File: config.mk
export PLATFORM = sky130hd
export DESIGN_NAME = settle_timer
export DESIGN_NICKNAME = d
export VERILOG_FILES = /design/src/rtl/settle_timer.sv
export SDC_FILE = /design/constraint.sdc
export NUM_CORES = 1
export LEC_CHECK = 0
export CORE_AREA = 2 2 39 41
export DETAILED_ROUTE_END_ITERATION = 10
export DIE_AREA = 0 0 41 43
export GPL_TIMING_DRIVEN = 0
export SYNTH_ARGS = -nofsm -noshare
export SYNTH_HDL_FRONTEND = slang
export SYNTH_SLANG_ARGS = --single-unit
File: constraint.sdc
create_clock -name clk -period 1.4 [get_ports clk]
set_input_delay 0.21 -clock clk [delete_from_list [all_inputs] [get_ports clk]]
set_output_delay 0.21 -clock clk [all_outputs]
set_load 0.005 [all_outputs]
File: src/rtl/settle_timer.sv
// settle_timer: loadable down-counter that stops at zero and flags it.
module settle_timer #(
   parameter int W = 5
) (
   input  logic         clk,
   input  logic         rst_n,
   input  logic         load,
   input  logic [W-1:0] load_val,
   output logic         zero
);
   logic [W-1:0] cnt;
   always_ff @(posedge clk or negedge rst_n) begin
      if (!rst_n) cnt <= '0;
      else if (load) cnt <= load_val;
      else if (cnt != '0) cnt <= cnt - 1'b1;
   end
   assign zero = cnt == '0;
endmodule

## After elaboration in Yosys (flattened, before gate mapping)

Index checks and enable logic that the tools add are counted.

| storage, ports and cells | value |
|---|---|
| register bits | 5 |
| bits in latches | 0 |
| memory bits (writable) | 0 |
| bits in read-only memories | 0 |
| output and inout bits | 1 |
| logic and storage cells | 7 |
| memories | 0 |

| operators by class | value |
|---|---|
| add/sub/neg operators | 1 |
| $mul | 0 |
| divide/modulo/power cells | 0 |
| $lt $le $gt $ge | 0 |
| equal/unequal tests | 0 |
| shift operators | 0 |
| multiplexer cells | 2 |
| bitwise gates (word level) | 0 |
| reduce and logical (&&, ||, !) cells | 3 |

Operators with widths:

| cell | number |
|---|---|
| $mux 5 | 2 |
| $logic_not 5->1 | 1 |
| $reduce_bool 5->1 | 1 |
| $sub 5x1->5 const B | 1 |
| $reduce_bool 2->1 | 1 |

## Logic depth before layout (Yosys ltp)

| logic depth | value |
|---|---|
| depth after elaboration | 3 |
| mapped depth | 5 |
| depth with buffers taken out | 5 |

## Least setup slack after synthesis

Ideal clock, no wire load.

| timing path | value |
|---|---|
| path type | register to register |
| start | reg cnt[0] |
| end | reg cnt[1] |
| data arrival time | 1.427 ns |
| data required time | 1.325 ns |
| slack | -0.102 ns |
| stages on the path, launching flop included | 6 |
| buffers on the path | 0 |
| clock period less this slack | 1.502 ns |
| path through | dfrtp_1 inv_1 ha_1 nor4b_4 mux2_2 o21ai_2 |

| on the way | value |
|---|---|
| cells in the longest elaborated chain, start to end | 3 |
| elaborated cells on any way between the ends | 5 |
| those cells by class | 1 x add/sub; 2 x mux; 2 x reduce/logical |

Ends and longest elaborated chain:

| what | line | text |
|---|---|---|
| start, declared | 11 | `logic [W-1:0] cnt;` |
| start signal, assigned | 14 | `else if (load) cnt <= load_val;` |
| start signal, assigned | 15 | `else if (cnt != '0) cnt <= cnt - 1'b1;` |
| $sub 5x1->5 | 15 |  |
| $mux 5 | 15 |  |
| $mux 5 | 14 |  |

Parallel ways exist; a longest one is shown, timed or not. The select of a mux whose other input is x is not followed.
A chain may end at the register's enable or synchronous reset.

## Worst setup path in the final report

Ends and elaborated chain as after synthesis.

==> impl_results.html <==
<table>
<tr><th>Metric</th><th>Value</th></tr>
<tr><th colspan="2">Synthesis</th></tr>
<tr><td>Gate Count Post-Synth</td><td>27</td></tr>
<tr><td>Count of flip-flops with a built-in enable after synthesis</td><td>0</td></tr>
<tr><td>Share of the synthesized area in the top cell type</td><td>44.8%</td></tr>
<tr><td>Synth area leaders</td><td>dfrtp_1, xnor2_1, nor4b_4, o31ai_1, nand2_1</td></tr>
<tr><td>Top cells by instance count after synthesis</td><td>dfrtp_1, nand2_1, inv_1, o31ai_1, xnor2_1</td></tr>
<tr><td>Sequential area share after synthesis</td><td>44.8%</td></tr>
<tr><td>Area of the mapped netlist</td><td>279 um^2</td></tr>
<tr><td>Count of different cell masters after synthesis</td><td>13</td></tr>
<tr><td>Share of flip-flops with an asynchronous set or reset after synthesis</td><td>100%</td></tr>
<tr><td>Net count after synthesis</td><td>36</td></tr>
<tr><td>Largest area contributor in the netlist</td><td>dfrtp_1</td></tr>
<tr><td>Warnings, synthesis</td><td>0</td></tr>
<tr><td>Flip-flop and latch count after synthesis</td><td>5</td></tr>
<tr><td>Commonest register cell after synthesis</td><td>dfrtp_1</td></tr>
<tr><td>Average instance area after synthesis</td><td>10.3 um^2</td></tr>
<tr><th colspan="2">Die</th></tr>
<tr><td>X dimension of the die</td><td>41 um</td></tr>
<tr><td>Height of the chip</td><td>43 um</td></tr>
<tr><td>Die Outline Area</td><td>1760 um^2</td></tr>
<tr><td>Starting density of the core</td><td>20.2%</td></tr>
<tr><td>I/O Pins</td><td>9</td></tr>
<tr><td>Num rows</td><td>14</td></tr>
<tr><td>Core footprint</td><td>1380 um^2</td></tr>
<tr><th colspan="2">Drt</th></tr>
<tr><td>Routed len/inst</td><td>10.4 um</td></tr>
<tr><td>Pre-antenna DRT Iters</td><td>2</td></tr>
<tr><td>Vias</td><td>253</td></tr>
<tr><td>Antenna violation net count after detailed routing</td><td>0</td></tr>
<tr><td>DR iter-0 viols</td><td>4</td></tr>
<tr><td>WL final</td><td>642 um</td></tr>
<tr><td>Via density per instance</td><td>4.08</td></tr>
<tr><td>Post-route DRC</td><td>0</td></tr>
<tr><th colspan="2">Final layout</th></tr>
<tr><td>Register bank with the most flops</td><td>cnt</td></tr>
<tr><td>Proportion of layout cells with a drive suffix above 1</td><td>41.3%</td></tr>
<tr><td>Flip-flop count of the largest register, all copies and words added</td><td>5</td></tr>
<tr><td>Final non-filler cell area</td><td>468 um^2</td></tr>
<tr><td>Synth-to-Final Area Change</td><td>67.7%</td></tr>
<tr><td>Final std cells w/o fill</td><td>62</td></tr>
<tr><td>Fillcell total</td><td>156</td></tr>
<tr><td>Final core utilization</td><td>33.8%</td></tr>
<tr><td>Flip-flop and latch area</td><td>125 um^2</td></tr>
<tr><td>Biggest regs</td><td>cnt (5)</td></tr>
<tr><td>Count of inserted antenna diode cells</td><td>0</td></tr>
<tr><td>Area taken by multi-input logic gates</td><td>155 um^2</td></tr>
<tr><td>Net total in the final layout</td><td>56</td></tr>
<tr><th colspan="2">STA</th></tr>
<tr><td>Worst Tran Pin Value</td><td>0.426 ns</td></tr>
<tr><td>Portion of the clock cycle consumed by the worst path in the final layout</td><td>103%</td></tr>
<tr><td>Headroom to the max-slew limit</td><td>71.6%</td></tr>
<tr><td>RSZ-0062 raised after global routing</td><td>true</td></tr>
<tr><td>Fmax</td><td>0.692 GHz</td></tr>
<tr><td>Final setup viols</td><td>3</td></tr>
<tr><td>Slew Limit Fails</td><td>0</td></tr>
<tr><td>Clock skew after layout</td><td>0.0121 ns</td></tr>
<tr><td>Shortest period the worst path allows</td><td>1.45 ns</td></tr>
<tr><td>Fin worst setup slack</td><td>-0.0459 ns</td></tr>
<tr><td>Final Hold Viols</td><td>0</td></tr>
<tr><th colspan="2">Worst setup path</th></tr>
<tr><td>Worst setup path class</td><td>flop to flop</td></tr>
<tr><td>Worst-path cell chain</td><td>inv_2 &gt; ha_4 &gt; nor4b_4 &gt; buf_4 &gt; mux2_4 &gt; o21ai_2</td></tr>
<tr><td>CP Buf/Inv Count</td><td>2</td></tr>
<tr><td>Element type at the critical path end</td><td>flop</td></tr>
<tr><td>Required time at the worst-slack endpoint</td><td>1.58 ns</td></tr>
<tr><td>Largest incremental delay on the critical path</td><td>0.38 ns</td></tr>
<tr><td>Register-to-Register Setup Slack</td><td>-0.05 ns</td></tr>
<tr><td>Origin of the critical flop-to-flop path</td><td>cnt[0]</td></tr>
<tr><td>Cell count along the critical path</td><td>6</td></tr>
<tr><td>Destination of the worst register-to-register timing path</td><td>cnt[1]</td></tr>
<tr><td>R2r worst-path depth</td><td>6</td></tr>
<tr><td>CP Launch Point</td><td>cnt[0]</td></tr>
<tr><td>Critical path's top delay family</td><td>flip-flops</td></tr>
<tr><td>Maximum net fanout on the critical path</td><td>2</td></tr>
<tr><td>Slowest stage cell on the critical path</td><td>dfrtp_1</td></tr>
<tr><td>Capture point of the critical path</td><td>cnt[1]</td></tr>
<tr><td>Startpoint type of the worst setup path</td><td>flop</td></tr>
<tr><td>Worst endpoint data arrival time</td><td>1.63 ns</td></tr>
<tr><th colspan="2">Global routing</th></tr>
<tr><td>Global route overflow</td><td>0</td></tr>
<tr><td>Global-route usage over all layers</td><td>9.47%</td></tr>
<tr><td>Initial antenna violation count</td><td>0</td></tr>
<tr><td>Number of global-route vias before repair</td><td>256</td></tr>
<tr><td>First-pass GRT wire length</td><td>1050 um</td></tr>
<tr><td>Pin count of the biggest net entering global routing</td><td>11</td></tr>
<tr><th colspan="2">Worst hold path</th></tr>
<tr><td>Hold WC Path Type</td><td>primary input to asynchronous set/reset pin</td></tr>
<tr><th colspan="2">Job</th></tr>
<tr><td>Count of maximum capacitance violations</td><td>0</td></tr>
<tr><th colspan="2">Clock network</th></tr>
<tr><td>Clock buffer count from CTS</td><td>3</td></tr>
<tr><td>Clock network latency to the later pin of the worst-skew pair</td><td>0.25 ns</td></tr>
<tr><td>Total clock sinks</td><td>5</td></tr>
<tr><td>Number of levels the H-tree was split into</td><td>1</td></tr>
<tr><td>Maximum buffer depth of the clock tree</td><td>2</td></tr>
<tr><td>Register clock-pin slew on the reported worst setup and hold paths</td><td>0.05 ns</td></tr>
<tr><td>Root cell of the clock tree</td><td>clkbuf_4</td></tr>
<tr><td>CTS tree</td><td>yes</td></tr>
<tr><th colspan="2">Placement</th></tr>
<tr><td>Number of input and output port buffers inserted</td><td>7</td></tr>
<tr><td>Gpl congestion</td><td>0.717</td></tr>
<tr><td>Placement-stage cell area</td><td>375 um^2</td></tr>
<tr><td>Placed Cells incl. Taps</td><td>50</td></tr>
<tr><td>Worst slack, placed</td><td>-0.426 ns</td></tr>
<tr><td>Sum of net half-perimeters after detailed placement</td><td>381 um</td></tr>
<tr><th colspan="2">Pwr</th></tr>
<tr><td>Worst VDD drop</td><td>669 uV</td></tr>
<tr><td>Power consumption</td><td>573 uW</td></tr>
<tr><td>Total leakage power</td><td>0.208 nW</td></tr>
<tr><td>Pwr/cell area</td><td>1230 nW/um^2</td></tr>
<tr><th colspan="2">Run status</th></tr>
<tr><td>Violated checks</td><td>negative setup slack</td></tr>
<tr><td>Status</td><td>finished, violations left</td></tr>
</table>
cells in the final DEF (no fill, tap or decap), drive strengths merged:
cell	n
clkinv	1
nand2	5
clkbuf	4
nor4b	1
inv	3
xnor2	3
o21ai	3
mux2	1
o31ai	3
clkdlybuf4s50	6
dfrtp	5
nor3	1
ha	1
buf	9
power by group:
group / switching (mW) / leakage, nW / internal, mW
clock network: 0.0658 / 0.0177 / 0.104
logic: 0.0740 / 0.130 / 0.128
registers: 0.0307 / 0.0604 / 0.171
total: 0.171 / 0.208 / 0.403
metal layers:
metal / share of wire [%] / global-route usage (%) / vias up
li1: - / - / 132
met1: 46 / 11.4 / 111
met2: 46 / 11.9 / 10
met3: 7.8 / 6.28 / 0
met4: 0 / 6.00 / 0
met5: 0 / 0 / -
final cells by class:
cell class | count | share of cell area [%]
repair buffers | 15 | 26.7
well taps | 16 | 4.28
plain buffers | 1 | 0.802
flip-flops and latches | 5 | 26.7
inverters | 3 | 2.41
clock inverters | 1 | 1.07
clock buffers | 3 | 4.81
multi-input cells | 18 | 33.2
worst reg2reg max path: cells and delay by family, from the launching register on:
kind            cells  cell delay [ns]
mux                 1             0.30
buf+inv             2             0.25
fa+ha+maj           1             0.13
simple gates        1             0.22
compound gates      1             0.10
flops               1             0.38
stage by stage:
step / hold slack [ns] / setup TNS, ns
after floorplan: -0.0856 / -0.0450
after global placement: 0.456 / -0.560
after detailed placement: 0.457 / -0.587
after CTS: 0.187 / -0.0810
after global routing: 0.197 / -0.387
final: 0.191 / -0.0990
logic make-up after synthesis:
family                     Yosys count  synth area share [%]
AOI/OAI and AO/OA                    6                  14.8
xor gates and xnor gates             3                  9.42
adders and majority gates            1                  4.48
buffers and inverters                4                  5.38
DFF                                  5                  44.8
muxes                                1                  4.04
and+or+nand+nor                      7                  17.0
worst min path at each step:
| stage | end | start | slack (ns) |
|---|---|---|---|
| final | cnt[4] | rst_n | 0.19 |
| after global routing | cnt[4] | rst_n | 0.20 |
| after CTS | cnt[4] | rst_n | 0.19 |
| after detailed placement | cnt[4] | rst_n | 0.46 |
| after global placement | cnt[4] | rst_n | 0.46 |
| after floorplan | cnt[0] | rst_n | -0.09 |
what timing repair did:
item                       in CTS  in global routing
pin swaps                       1                  0
cloned                          0                  0
resized for setup               6                  0
setup endpoints to repair       3                  5
hold buffers                    0                  0
setup buffers                   6                  2
Power figures use the tool's default switching activity.
